**src/rtl/line_data_feeder_pkg.sv**
```systemverilog
// Shared definitions for the line data feeder: FSM encoding, control bit
// positions and default widths.
package line_data_feeder_pkg;

  localparam logic [1:0] ST_IDLE  = 2'd0;
  localparam logic [1:0] ST_RUN   = 2'd1;
  localparam logic [1:0] ST_DRAIN = 2'd2;
  localparam logic [1:0] ST_DONE  = 2'd3;

  localparam int CTRL_ENB   = 0;
  localparam int CTRL_START = 1;

  localparam int DEF_BIT_WIDTH   = 8;
  localparam int DEF_NUM_CHANNEL = 3;
  localparam int DEF_ADDR_WIDTH  = 16;
  localparam int DEF_REG_WIDTH   = 32;
  localparam int DEF_FIFO_DEPTH  = 4;

endpackage

```
**src/rtl/line_data_feeder_sync_fifo.sv**
```systemverilog
// Small synchronous FIFO with occupancy count and a combinational head output.
// DEPTH must be a power of two so the pointers wrap naturally.
module sync_fifo #(
  parameter int WIDTH = 24,
  parameter int DEPTH = 4,
  localparam int AW = $clog2(DEPTH),
  localparam int CW = AW + 1
) (
  input  logic             clk,
  input  logic             rst,
  input  logic             push,
  input  logic             pop,
  input  logic [WIDTH-1:0] din,
  output logic [WIDTH-1:0] dout,
  output logic [CW-1:0]    count,
  output logic             empty
);

  logic [WIDTH-1:0] mem_q [DEPTH];
  logic [WIDTH-1:0] mem_d [DEPTH];
  logic [AW-1:0]    wr_ptr_q, wr_ptr_d;
  logic [AW-1:0]    rd_ptr_q, rd_ptr_d;
  logic [CW-1:0]    count_q, count_d;

  always_comb begin
    mem_d    = mem_q;
    wr_ptr_d = wr_ptr_q;
    rd_ptr_d = rd_ptr_q;
    if (push) begin
      mem_d[wr_ptr_q] = din;
      wr_ptr_d        = wr_ptr_q + AW'(1);
    end
    if (pop) begin
      rd_ptr_d = rd_ptr_q + AW'(1);
    end
    count_d = count_q + CW'(push) - CW'(pop);
  end

  always_ff @(posedge clk or negedge rst) begin
    if (!rst) begin
      wr_ptr_q <= '0;
      rd_ptr_q <= '0;
      count_q  <= '0;
    end else begin
      wr_ptr_q <= wr_ptr_d;
      rd_ptr_q <= rd_ptr_d;
      count_q  <= count_d;
    end
  end

  // Storage needs no reset: the pointers and count define what is valid.
  always_ff @(posedge clk) begin
    mem_q <= mem_d;
  end

  assign dout  = mem_q[rd_ptr_q];
  assign count = count_q;
  assign empty = (count_q == '0);

endmodule

```
**src/rtl/line_data_feeder.sv**
```systemverilog
// Streams a configured run of packed pixel words from activation memory into
// the line convolution engine, one word per cycle while the engine requests.
module line_data_feeder
  import line_data_feeder_pkg::*;
#(
  parameter int BIT_WIDTH   = DEF_BIT_WIDTH,
  parameter int NUM_CHANNEL = DEF_NUM_CHANNEL,
  parameter int ADDR_WIDTH  = DEF_ADDR_WIDTH,
  parameter int REG_WIDTH   = DEF_REG_WIDTH,
  parameter int FIFO_DEPTH  = DEF_FIFO_DEPTH
) (
  input  logic                             clk,
  input  logic                             rst,
  input  logic [REG_WIDTH-1:0]             i_conf_ctrl,
  input  logic [ADDR_WIDTH-1:0]            i_conf_base_addr,
  input  logic [REG_WIDTH-1:0]             i_conf_num_words,
  input  logic                             i_data_req,
  output logic [BIT_WIDTH*NUM_CHANNEL-1:0] o_data,
  output logic                             o_data_val,
  output logic                             o_mem_en,
  output logic [ADDR_WIDTH-1:0]            o_mem_addr,
  input  logic [BIT_WIDTH*NUM_CHANNEL-1:0] i_mem_data,
  output logic                             o_busy,
  output logic                             o_done
);

  localparam int DW = BIT_WIDTH * NUM_CHANNEL;
  localparam int CW = $clog2(FIFO_DEPTH) + 1;

  logic [1:0]            state_q, state_d;
  logic                  start_prev_q, start_prev_d;
  logic [ADDR_WIDTH-1:0] ptr_q, ptr_d;
  logic [REG_WIDTH-1:0]  issue_cnt_q, issue_cnt_d;
  logic [REG_WIDTH-1:0]  deliv_cnt_q, deliv_cnt_d;
  logic                  inflight_q, inflight_d;
  logic [DW-1:0]         data_q, data_d;
  logic                  data_val_q, data_val_d;

  logic                  enb, start_rise, room, issue, streaming, pop_any;
  logic                  fifo_push, fifo_pop, fifo_empty;
  logic [CW-1:0]         fifo_count, occ;
  logic [DW-1:0]         fifo_head;
  logic                  unused_ctrl;

  assign unused_ctrl = ^i_conf_ctrl[REG_WIDTH-1:CTRL_START+1];

  always_comb begin
    enb        = i_conf_ctrl[CTRL_ENB];
    start_rise = i_conf_ctrl[CTRL_START] & ~start_prev_q;
    // The in-flight read already owns a FIFO slot, so overflow is impossible.
    occ        = fifo_count + CW'(inflight_q);
    room       = (occ < CW'(FIFO_DEPTH));
    issue      = (state_q == ST_RUN) & enb & i_data_req & room;
    streaming  = (state_q == ST_RUN) | (state_q == ST_DRAIN);
    pop_any    = streaming & enb & i_data_req & (~fifo_empty | inflight_q);
    // An arriving word bypasses an empty FIFO straight into the output register.
    fifo_pop   = pop_any & ~fifo_empty;
    fifo_push  = inflight_q & ~(pop_any & fifo_empty);

    data_d     = data_q;
    data_val_d = pop_any;
    if (pop_any) begin
      data_d = fifo_empty ? i_mem_data : fifo_head;
    end

    state_d      = state_q;
    start_prev_d = i_conf_ctrl[CTRL_START];
    ptr_d        = ptr_q;
    issue_cnt_d  = issue_cnt_q;
    deliv_cnt_d  = pop_any ? deliv_cnt_q - REG_WIDTH'(1) : deliv_cnt_q;
    inflight_d   = issue;

    case (state_q)
      ST_IDLE: begin
        if (start_rise) begin
          ptr_d       = i_conf_base_addr;
          issue_cnt_d = i_conf_num_words;
          deliv_cnt_d = i_conf_num_words;
          state_d     = (i_conf_num_words == '0) ? ST_DONE : ST_RUN;
        end
      end
      ST_RUN: begin
        if (issue) begin
          ptr_d       = ptr_q + ADDR_WIDTH'(1);
          issue_cnt_d = issue_cnt_q - REG_WIDTH'(1);
          if (issue_cnt_q == REG_WIDTH'(1)) begin
            state_d = ST_DRAIN;
          end
        end
      end
      ST_DRAIN: begin
        if ((deliv_cnt_q == '0) && fifo_empty && !inflight_q) begin
          state_d = ST_DONE;
        end
      end
      default: state_d = ST_IDLE;
    endcase
  end

  always_ff @(posedge clk or negedge rst) begin
    if (!rst) begin
      state_q      <= ST_IDLE;
      start_prev_q <= 1'b0;
      ptr_q        <= '0;
      issue_cnt_q  <= '0;
      deliv_cnt_q  <= '0;
      inflight_q   <= 1'b0;
      data_q       <= '0;
      data_val_q   <= 1'b0;
    end else begin
      state_q      <= state_d;
      start_prev_q <= start_prev_d;
      ptr_q        <= ptr_d;
      issue_cnt_q  <= issue_cnt_d;
      deliv_cnt_q  <= deliv_cnt_d;
      inflight_q   <= inflight_d;
      data_q       <= data_d;
      data_val_q   <= data_val_d;
    end
  end

  sync_fifo #(
    .WIDTH (DW),
    .DEPTH (FIFO_DEPTH)
  ) u_fifo (
    .clk   (clk),
    .rst   (rst),
    .push  (fifo_push),
    .pop   (fifo_pop),
    .din   (i_mem_data),
    .dout  (fifo_head),
    .count (fifo_count),
    .empty (fifo_empty)
  );

  assign o_data     = data_q;
  assign o_data_val = data_val_q;
  assign o_mem_en   = issue;
  assign o_mem_addr = ptr_q;
  assign o_busy     = (state_q != ST_IDLE);
  assign o_done     = (state_q == ST_DONE);

endmodule

```
**config.mk**
```make
export PLATFORM = sky130hd
export DESIGN_NAME = line_data_feeder
export DESIGN_NICKNAME = d
export VERILOG_FILES = /design/src/rtl/line_data_feeder_pkg.sv /design/src/rtl/line_data_feeder_sync_fifo.sv /design/src/rtl/line_data_feeder.sv
export SDC_FILE = /design/constraint.sdc
export NUM_CORES = 1
export LEC_CHECK = 0
export CAP_MARGIN = 20
export CELL_PAD_IN_SITES_DETAIL_PLACEMENT = 1
export CELL_PAD_IN_SITES_GLOBAL_PLACEMENT = 2
export CORE_MARGIN = 4
export CORE_UTILIZATION = 39
export CTS_CLUSTER_DIAMETER = 60
export CTS_CLUSTER_SIZE = 8
export DETAILED_ROUTE_END_ITERATION = 16
export HOLD_SLACK_MARGIN = 0.05
export PLACE_DENSITY = 0.82
export SLEW_MARGIN = 0
export SYNTH_ARGS = -nofsm -noshare
export SYNTH_HDL_FRONTEND = slang
export SYNTH_SLANG_ARGS = --single-unit
```
**constraint.sdc**
```tcl
create_clock -name clk -period 4.5 [get_ports clk]
set_input_delay 0.9 -clock clk [delete_from_list [all_inputs] [get_ports clk]]
set_output_delay 0.9 -clock clk [all_outputs]
set_load 0.01 [all_outputs]
```
After elaboration in Yosys (flattened, before gate mapping)
Cells that the tools add are included.

cells by class
  add/subtract/negate cells = 8
  multiply operators = 0
  divide/modulo/power cells = 0
  magnitude comparators = 4
  equality and inequality tests = 8
  shift operators = 0
  multiplexer cells = 22
  bitwise operators = 17
  reduce and logical (&&, ||, !) cells = 12

operators by type and width
  cell                     number
  $mux W32                 5
  $bwmux W96               1
  $mux W24                 4
  $logic_not A32 Y1        2
  $pmux W32 S2             1
  $sub A32 B1 Y32 const B  2
  $bmux W24 S2             1
  $demux W24 S2            1
  $eq A32 B1 Y1 const B    1
  $mux W16                 2
  $pmux W16 S2             1
  $add A16 B1 Y16 const B  1
  $and A1 B1 Y1            10
  $mux W2                  5
  $add A3 B1 Y3            2
  $ge A3 B3 Y1 const B     2
  $not A2 Y3               2
  $pmux W2 S3              1
  $add A2 B1 Y2 const B    2
  $eq A2 B2 Y1 const B     2
  $ne A2 B1 Y1 const B     2
  $ne A2 B2 Y1 const B     2
  $reduce_and A4 Y1        1
  $reduce_bool A2 Y1       2
  11 further kinds         16

word-level totals
  register bits after elaboration = 212
  bits in latches = 0
  bits in writable memories = 0
  bits in read-only memories = 0
  bits of input ports = 107
  output and inout port bits = 44
  logic and storage cells = 86
  memories kept = 0

Depth between registers and ports, before layout
  depth after elaboration = 10
  gate-level depth with buffers = 12
  gate-level depth less buffers = 11

Cells and area by module
A second synthesis with hierarchy kept.

unflattened totals
  cell total of the unflattened synthesis = 880
  area total of the unflattened synthesis = 10,089.7 um2

by module, submodules not included
  module            instances  cells each  area an instance (um2)  seq. area each (um2)
  line_data_feeder  1          721         6,198.4                 2,727.6
  sync_fifo         1          159         3,891.2                 3,057.9

Least setup slack after synthesis
OpenSTA, ideal clock, no wires.

  path kind = input-to-reg
  from = input port i_data_req
  to = register u_fifo.count_q[2] (netlist: u_fifo.count[2])
  setup time = 0.128 ns
  data arrival time = 2.567 ns
  data required time = 4.372 ns
  setup slack = 1.805 ns
  stages on the path = 10
  buffers on the path = 1
  cells stage by stage = and3_1 buf_2 nor2b_1 ha_1 inv_1 ha_1 inv_1 fa_1 xnor2_1 xnor2_1

between the ends
  elaborated cells on any way between the ends = 8
  those cells by class = add/sub: 2; bitwise: 6

RTL lines
  what                         RTL line                          RTL
  from (decl)                  line_data_feeder.sv:17            input logic i_data_req,
  $and A1 B1 Y1 (2 in series)  line_data_feeder.sv:55            pop_any = streaming & enb & i_data_req & (~fifo_empty | inflight_q);
  $and A1 B1 Y1                line_data_feeder.sv:57            fifo_pop = pop_any & ~fifo_empty;
  named net fifo_pop           line_data_feeder.sv:40            logic fifo_push, fifo_pop, fifo_empty;
  $sub A3 B1 Y3                line_data_feeder_sync_fifo.sv:36  count_d = count_q + CW'(push) - CW'(pop);
  named net u_fifo.count_d[2]  line_data_feeder_sync_fifo.sv:23  logic [CW-1:0] count_q, count_d;
  to (signal assigned)         line_data_feeder_sync_fifo.sv:47  count_q <= count_d;
  to (decl)                    line_data_feeder_sync_fifo.sv:23

The timed path passes the listed nets, and every way through them passes these cells.
A chain may end at the register's enable or synchronous reset.

Worst setup path in the final report
  from = input port i_data_req
  to = output port o_mem_en

between the ends
  word-level cells in the longest chain between the ends = 2

RTL lines
  what                         RTL line                RTL
  $and A1 B1 Y1 (2 in series)  line_data_feeder.sv:53  issue = (state_q == ST_RUN) & enb & i_data_req & room;
  to (decl)                    line_data_feeder.sv:20  output logic o_mem_en,

No other way between the ends.

==> flow_summary.yaml <==
timing:
  fin_worst_skew_ns: 0.00880
  drv_slew: 0
  fin_crit_sh: 0.756
  period_needed_ns: 3.40
  setup_viol: 0
  fin_setup_tns_ns: 0
  fin_ws_ns: 1.10
  relSlewSlack: 0.319
  rsz0062_at_grt: "false"
  tightest_slew_ns: 1.02
  hold_violations: 0
  fmax_mhz: 294
clock_network:
  cts_max_level: 1
  cts_tree: "yes"
  root_buffer: "clkbuf_16"
  ctsResizeCount: 0
  cts_setup_buffers: 0
  clk_latency_ns: 0.53
  cts_sinks: 212
  path_clk_slew_ns: 0.05
  cts-buffers-inserted: 31
  clockBufferDepth: 3
  holdBufCountCts: 0
detailed_routing:
  maxUsedRoutingLayer: "met4"
  wl_met1_um: 12300
  vias: 7693
  dr.pass1.iters: 4
  viasPerCell: 5.70
  dr_wl_met2_um: 14100
  drc: 0
  ant_nets: 0
  drtIter0Drc: 444
  wl_per_cell_um: 21.0
  routed-wl-met3_um: 1540
  routed_wl_um: 28300
min_path:
  hold_class: "input pin to asynchronous set/reset pin"
worst_setup_path:
  critPathCaptureType: "output port"
  worst_setup_path_start_kind: "input pin"
  path_buf_inv: 2
  worstPathMaxFanout: 7
  cp_common_cell: "clkdlybuf4s50_1"
  cp.required_ns: 3.60
  worstPathCellList: "clkdlybuf4s50_1, nand3_1, a21oi_2, clkdlybuf4s50_1"
  r2r_slack_ns: 1.43
  arrival_ns: 2.50
  critPathKind: "input pin to output port"
  path_delay_family: "buffers and inverters"
  crit_path_max_incr_delay_ns: 0.64
  cp_slowest_cell: "clkdlybuf4s50_1"
yosys:
  syn_nets: 998
  synth_common_cells: "dfrtp_1, edfxtp_1, nor2_1"
  syn_area_per_cell_um2: 11.6
  synth_ff_type: "dfrtp_1"
  synth_top_cell_area_share: 0.285
  synth_top_area_cell: "dfrtp_1"
  synth.distinct_cells: 70
  ys_warn_count: 0
  ys_seq_elements: 212
  netlist_area_um2: 10200
  synth-edff-count: 96
  yosysMostFrequentCell: "dfrtp_1"
  syn_inst: 876
  netlist_top_cells_area: "dfrtp_1, edfxtp_1, mux4_2, a21oi_1, nor2_1"
  synth-async-reset-ratio: 0.547
  ys_seq_area_frac: 0.569
final_layout:
  drive_above_1_share: 0.110
  fin_nets: 1122
  seqCellArea_um2: 5790
  multi_input_area_um2: 4130
  area_growth_pct: 24.4
  n_fill_cell: 2682
  final_core_util: 0.498
  antennaDiodeCount: 0
floorplanning:
  die_height_um: 169
  fp.dieW_um: 169
  rows: 58
  dieArea_um2: 28700
  io_pins: 151
  fp.coreArea_um2: 25400
  initial_utilization: 0.400
place:
  post-place-ws_ns: 0.757
  port_buffers: 120
  gp_congestion: 0.782
  hpwl_um: 18900
global_route:
  antenna_found_initial: 0
  grt_max_degree: 71
  grt_pass1_wl_um: 45500
  grt_overflow: 0
  grt_pass1_vias: 8155
  globalRouteTotalUtil: 0.196
status:
  status: "complete, no violations"
power_and_ir_drop:
  max-vdd-ir-drop_mv: 0.320
  p_per_area_nw_per_um2: 662
  p_leak_uw: 0.00449
run:
  max_cap_violations: 0
final timing paths:
| kind | depth (start not counted) | endpoint | start |
|---|---|---|---|
| min in group clk | 2 | issue_cnt_q[23] | issue_cnt_q[23] |
| worst max-delay path | 4 | o_mem_en | i_data_req |
| worst max register to register | 8 | deliv_cnt_q[29] | state_q[0] |
| max in group asynchronous | 2 | o_data[19] | rst |
| worst min register to register | 2 | issue_cnt_q[23] | issue_cnt_q[23] |
| worst min-delay path | 1 | deliv_cnt_q[14] | rst |
final cells by class:
class                   count  area share
clock inverters             2     0.00277
well taps                 330      0.0326
clock buffers              51      0.0688
inverters                  16     0.00475
flip-flops and latches    212       0.457
repair buffers            139       0.107
multi-input cells         600       0.327
report_power, final:
group	switching [uW]	total [uW]	internal, uW	leakage [uW]
registers	610	3190	2580	0.00219
logic	1540	3010	1460	0.00187
clock network	818	2170	1350	0.000436
worst register-to-register path, cell delays in order (launching register included):
cell and delay, ns:
dfrtp_1 0.38, inv_1 0.09, ha_1 0.31, and3_1 0.43, buf_4 0.36, nand4_1 0.62, nor4_1 0.49, xnor2_1 0.17
a21oi_1 0.08
logic make-up after synthesis:
logic type | count (synthesis) | share of synthesized area
simple gates | 296 | 0.162
compound gates | 222 | 0.132
flops | 212 | 0.569
buf+inv | 64 | 0.0266
xor+xnor | 36 | 0.0310
mux | 31 | 0.0603
fa+ha+maj | 15 | 0.0192
per-stage QoR:
step / instances / power [uW] / cell area (um^2) / hold WS, ns
after detailed placement: 1297 / 6270 / 11700 / 0.515
after CTS: 1350 / 8480 / 12600 / 0.486
final: 1350 / 8370 / 12600 / 0.457
after floorplan: 876 / 5090 / 10200 / 0.472
after global placement: 1297 / 6140 / 11700 / 0.504
after global routing: 1350 / 8970 / 12600 / 0.503
layout by cell type (no fill, tap or decap), types with 4 or more instances in the layout:
master,netlist,final
o22ai_1,41,41
ha_1,14,13
and2_1,8,9
nor2_1,91,91
nand4_1,11,11
nor3_2,9,9
dfrtp_1,116,116
and4_1,8,8
xnor2_1,29,29
a2bb2oi_1,5,5
nor2b_1,6,6
a21o_1,4,4
clkbuf_1,31,18
nand2b_1,8,8
inv_1,16,16
a21oi_1,87,87
o21a_1,4,4
buf_4,1,19
o22a_1,10,10
nor4_1,22,22
nand2_1,34,33
o21ai_0,31,31
clkdlybuf4s50_1,0,119
a22oi_1,7,7
a31oi_1,8,8
mux2i_1,5,5
or3_1,10,10
nand3_1,20,20
nor3_1,39,39
xor2_1,7,7
clkbuf_16,0,31
edfxtp_1,96,96
mux4_2,24,24
routing by layer:
layer	track usage	vias up
met3	0.0317	33
met4	0.0347	0
met2	0.345	175
met5	0	-
met1	0.262	3917
li1	-	3568
sequential cells by signal, summed over array words and instances, names as in the netlist:
register / count
u_fifo.mem_q: 96
u_fifo.count: 3
o_data: 24
issue_cnt_q: 32
u_fifo.wr_ptr_q: 2
inflight_q: 1
state_q: 2
o_data_val: 1
u_fifo.rd_ptr_q: 2
o_mem_addr: 16
start_prev_q: 1
deliv_cnt_q: 32
Note: power is estimated with default switching activity, not from simulation.
